===== config.mk =====
export PLATFORM = sky130hd
export DESIGN_NAME = fifo_axi_w_drain
export DESIGN_NICKNAME = d
export VERILOG_FILES = /design/src/rtl/fifo_axi_w_drain.sv
export SDC_FILE = /design/constraint.sdc
export NUM_CORES = 1
export LEC_CHECK = 0
export BUFFER_PORTS_ARGS = -buffer_cell sky130_fd_sc_hd__buf_2
export CAP_MARGIN = 5
export CORE_UTILIZATION = 55
export DETAILED_ROUTE_END_ITERATION = 6
export PLACE_DENSITY_LB_ADDON = 0.15
export SYNTH_ARGS = -nofsm -noshare
export SYNTH_HDL_FRONTEND = slang
export SYNTH_SLANG_ARGS = --single-unit

===== constraint.sdc =====
create_clock -name rd_clk -period 6.6 [get_ports rd_clk]
set_input_delay 0.99 -clock rd_clk [delete_from_list [all_inputs] [get_ports rd_clk]]
set_output_delay 0.99 -clock rd_clk [all_outputs]
set_load 0.05 [all_outputs]

===== src/rtl/fifo_axi_w_drain.sv =====
// fifo_axi_w_drain: pulls len+1 words from a FIFO read port and streams them as an AXI W burst
module fifo_axi_w_drain #(
  parameter int DATA_WIDTH = 32,
  parameter int LEN_WIDTH  = 8
) (
  input  logic                    rd_clk,
  input  logic                    rd_rst,
  input  logic                    cmd_valid,
  output logic                    cmd_ready,
  input  logic [LEN_WIDTH-1:0]    cmd_len,
  output logic                    fifo_rd_en,
  input  logic [DATA_WIDTH-1:0]   fifo_rd_data,
  input  logic                    fifo_empty,
  output logic                    w_valid,
  input  logic                    w_ready,
  output logic [DATA_WIDTH-1:0]   w_data,
  output logic [DATA_WIDTH/8-1:0] w_strb,
  output logic                    w_last,
  output logic                    busy
);
  localparam logic [0:0] IDLE  = 1'b0;
  localparam logic [0:0] BURST = 1'b1;
  logic [0:0]            state_q, state_d;
  logic [LEN_WIDTH-1:0]  len_q, len_d, out_cnt_q, out_cnt_d;
  logic [LEN_WIDTH:0]    rd_left_q, rd_left_d;
  logic [DATA_WIDTH-1:0] mem_q [2];
  logic [DATA_WIDTH-1:0] mem_d [2];
  logic                  hd_q, hd_d, inflight_q, inflight_d;
  logic [1:0]            cnt_q, cnt_d, occ;
  logic                  accept, bypass, pop, buf_pop, push;
  always_comb begin
    cmd_ready  = (state_q == IDLE) && !rd_rst;
    busy       = state_q == BURST;
    accept     = cmd_valid && cmd_ready;
    bypass     = (cnt_q == 2'd0) && inflight_q;
    w_valid    = (cnt_q != 2'd0) || inflight_q;
    w_data     = bypass ? fifo_rd_data : mem_q[hd_q];
    w_strb     = '1;
    w_last     = w_valid && (out_cnt_q == len_q);
    pop        = w_valid && w_ready;
    buf_pop    = pop && !bypass;
    push       = inflight_q && !(bypass && pop);
    occ        = cnt_q + 2'(inflight_q) - 2'(pop);
    fifo_rd_en = busy && !rd_rst && !fifo_empty && (rd_left_q != '0) && (occ < 2'd2);
    inflight_d = fifo_rd_en;
    hd_d       = hd_q ^ buf_pop;
    cnt_d      = cnt_q + 2'(push) - 2'(buf_pop);
    mem_d      = mem_q;
    if (push) mem_d[hd_q ^ cnt_q[0]] = fifo_rd_data;
    state_d    = accept ? BURST : (pop && w_last) ? IDLE : state_q;
    len_d      = accept ? cmd_len : len_q;
    rd_left_d  = accept ? {1'b0, cmd_len} + (LEN_WIDTH+1)'(1) : rd_left_q - (LEN_WIDTH+1)'(fifo_rd_en);
    out_cnt_d  = accept ? '0 : out_cnt_q + LEN_WIDTH'(pop);
  end
  always_ff @(posedge rd_clk) begin
    if (rd_rst) begin
      state_q    <= IDLE;
      len_q      <= '0;
      out_cnt_q  <= '0;
      rd_left_q  <= '0;
      mem_q      <= '{default: '0};
      hd_q       <= 1'b0;
      cnt_q      <= 2'd0;
      inflight_q <= 1'b0;
    end else begin
      state_q    <= state_d;
      len_q      <= len_d;
      out_cnt_q  <= out_cnt_d;
      rd_left_q  <= rd_left_d;
      mem_q      <= mem_d;
      hd_q       <= hd_d;
      cnt_q      <= cnt_d;
      inflight_q <= inflight_d;
    end
  end
endmodule

==> results.json <==
{
  "ir_drop_v": 0.000143,
  "grt_pass1_wl_mm": 15.2,
  "routed_wl_mm": 9.02,
  "vias": 3592,
  "cts_buffers": 9,
  "dr_wl_met3_um": 262,
  "hold_buffers": 0,
  "clk_path_buf_depth": 2,
  "portBuffers": 81,
  "final_hold_viol_count": 0,
  "cap_violations": 0,
  "finalSetupViolCount": 0,
  "p_clk_share_pct": 28.8,
  "worst_slew_pin_slew_ns": 1.21,
  "fmax_ghz": 0.294,
  "start_util_pct": 57.9,
  "path_clk_slew_ns": 0.09,
  "worstPathRequired_ns": 5.61,
  "holdWs_ns": 0.483,
  "p_leak_uw": 0.00254,
  "die_h_um": 93.1,
  "min_path_type": "reg2reg",
  "p_per_area_nw_per_um2": 248,
  "critical_path.cell_chain": "buf_2 -> and2b_1 -> mux2i_1 -> o21ai_0 -> nor4b_1 -> buf_2",
  "slowest_stage": "nor4b_1",
  "ys.flop_type": "dfxtp_1",
  "firstDrtPassIters": 4,
  "avgSynthCellArea_sq_um": 9.06,
  "crit_top_cell": "buf_2",
  "ys_ff_latch": 94,
  "path_class": "in2out",
  "fin_crit_sh_pct": 51.5,
  "pin_count": 86,
  "dr.first_iter.drc_count": 104,
  "cts_tree": "built",
  "syn_area_sq_um": 4570,
  "grt_overflow_total": 0,
  "dieArea_sq_um": 8670,
  "worstPathMaxFanout": 7,
  "wl_per_cell_um": 13.4,
  "antenna_cells": 0,
  "grt_pass1_vias": 3377,
  "tns_ns": 0,
  "place_area_sq_um": 4920,
  "synth_edf_count": 0,
  "internal_power_uw": 864,
  "report.final.slew_viol_count": 0,
  "critical_path_arrival_ns": 2.41,
  "htree_levels": 3,
  "grt_max_degree": 65,
  "die_w_um": 93.1,
  "crit_path_max_incr_delay_ns": 0.44,
  "fin_area_sq_um": 5110,
  "end_kind": "output port",
  "max_slew_margin_pct": 19.1,
  "met2_length_mm": 4.38,
  "clkSinkCount": 94,
  "wl_met1_mm": 4.22,
  "row_count": 32,
  "place.detailed.hpwl_mm": 6.02,
  "layout-drive-gt1-share_pct": 19.1,
  "top_layer": "met4",
  "comb_power_share_pct": 22.2,
  "period_minus_slack_ns": 3.40,
  "critPathLaunchType": "input pin",
  "grt_usage_pct": 21.9,
  "antenna_found_initial": 0,
  "cts_resized": 0,
  "drcViolationCount": 0,
  "skew_ns": 0.00650,
  "drt-vias-per-instance": 5.33,
  "n_fill_cell": 708,
  "final_antenna_net_count": 0,
  "p_switching_uw": 405,
  "synth-seq-area-share_pct": 41.2,
  "synthDistinctLibCells": 45,
  "ys_warn_count": 0,
  "netlist_instances": 504,
  "async_flop_share_pct": 0,
  "r2r_slack_ns": 3.76,
  "postCtsSetupBuffers": 0,
  "status": "completed",
  "root_buffer": "clkbuf_8",
  "rsz0062_at_grt": "no",
  "nNetsFinal": 619,
  "area_growth_pct": 11.9,
  "p_sw_share_pct": 31.9,
  "clock_latency_ns": 0.36,
  "globalplace.congestion": 0.853,
  "seqPwrFrac_pct": 49.1,
  "core-area_sq_um": 7890
}
==> area by class of cell <==
cell class | count | area (sq um) | share of cell area [%]
Clock buffer | 9 | 124 | 2.42
Tap cell | 102 | 128 | 2.50
Clock inverter | 6 | 63.8 | 1.25
Timing Repair Buffer | 86 | 443 | 8.67
Inverter | 7 | 26.3 | 0.514
Sequential cell | 94 | 1880 | 36.9
Multi-Input combinational cell | 370 | 2440 | 47.8
==> cell usage in the layout (no fill, tap or decap), types with 3 or more instances in the layout <==
cell,count
mux2i_1,97
dfxtp_1,93
nor2_1,82
buf_2,81
nand2_1,55
o21ai_0,37
xor2_1,18
xnor2_1,12
clkbuf_8,9
inv_1,7
nand3_1,6
nand3b_1,6
ha_1,6
nor4_1,5
and3_1,5
buf_4,5
a21oi_1,4
conb_1,4
a211oi_1,3
==> state kept, by name, summed over array words and instances, names as in the netlist <==
name        flops
out_cnt_q       8
len_q           8
cnt_q           2
hd_q            1
mem_q          64
busy            1
rd_left_q       9
inflight_q      1
==> worst paths after layout <==
| check | startpoint | end | cells past startpoint |
|---|---|---|---|
| worst max-delay path | w_ready | fifo_rd_en | 6 |
| worst min-delay path | len_q[0] | len_q[0] | 2 |
| worst max register to register | inflight_q | rd_left_q[8] | 10 |
| worst min register to register | len_q[0] | len_q[0] | 2 |
==> metrics by stage <==
step	cells	total power (uW)	util, %	setup slack (ns)
global placement	659	913	62.4	3.18
global route	674	1330	64.8	3.12
CTS	674	1280	64.8	3.21
finish	674	1270	64.8	3.20
detailed placement	659	918	62.4	3.08
floorplan	507	858	-	1.94
==> power by group through the flow <==
| stage | registers, uW | clock network [uW] | logic, uW |
|---|---|---|---|
| floorplan | 620 | 0 | 238 |
| global placement | 634 | 0 | 279 |
| detailed placement | 635 | 0 | 282 |
| CTS | 623 | 374 | 283 |
| global route | 626 | 401 | 304 |
| finish | 623 | 365 | 281 |
==> per-layer routing <==
layer  vias up  global-route usage, %
met5         -                      0
met4         0                   8.97
met3        11                   3.66
met2        72                   38.1
met1      1685                   26.9
li1       1824                      -
==> synthesized netlist by cell type, types with 6 or more instances <==
library cell	instances	area share [%]
buf_4	8	1.3
nand3_1	6	0.66
xnor2_1	12	2.3
nand3b_1	6	0.99
inv_1	7	0.58
clkbuf_1	17	1.4
dfxtp_1	94	41
mux2i_1	97	21
ha_1	6	1.6
nand2_1	55	4.5
xor2_1	18	3.5
o21ai_0	37	4.1
nor2_1	82	6.7
==> worst max-delay path: cells and delay by family <==
kind                   cells  cell delay [ns]
AO/OA/AOI/OAI              1             0.11
buffers and inverters      2             0.49
multiplexers               1             0.17
AND/OR/NAND/NOR            2             0.65
==> kinds of logic after synthesis <==
logic type,share of synthesized area (%)
simple gates,17.8
other cells,0.0821
xor+xnor,5.75
compound gates,6.58
flops,41.2
fa+ha+maj,1.64
mux,21.3
buf+inv,5.70
(Power assumes the default switching activity.)
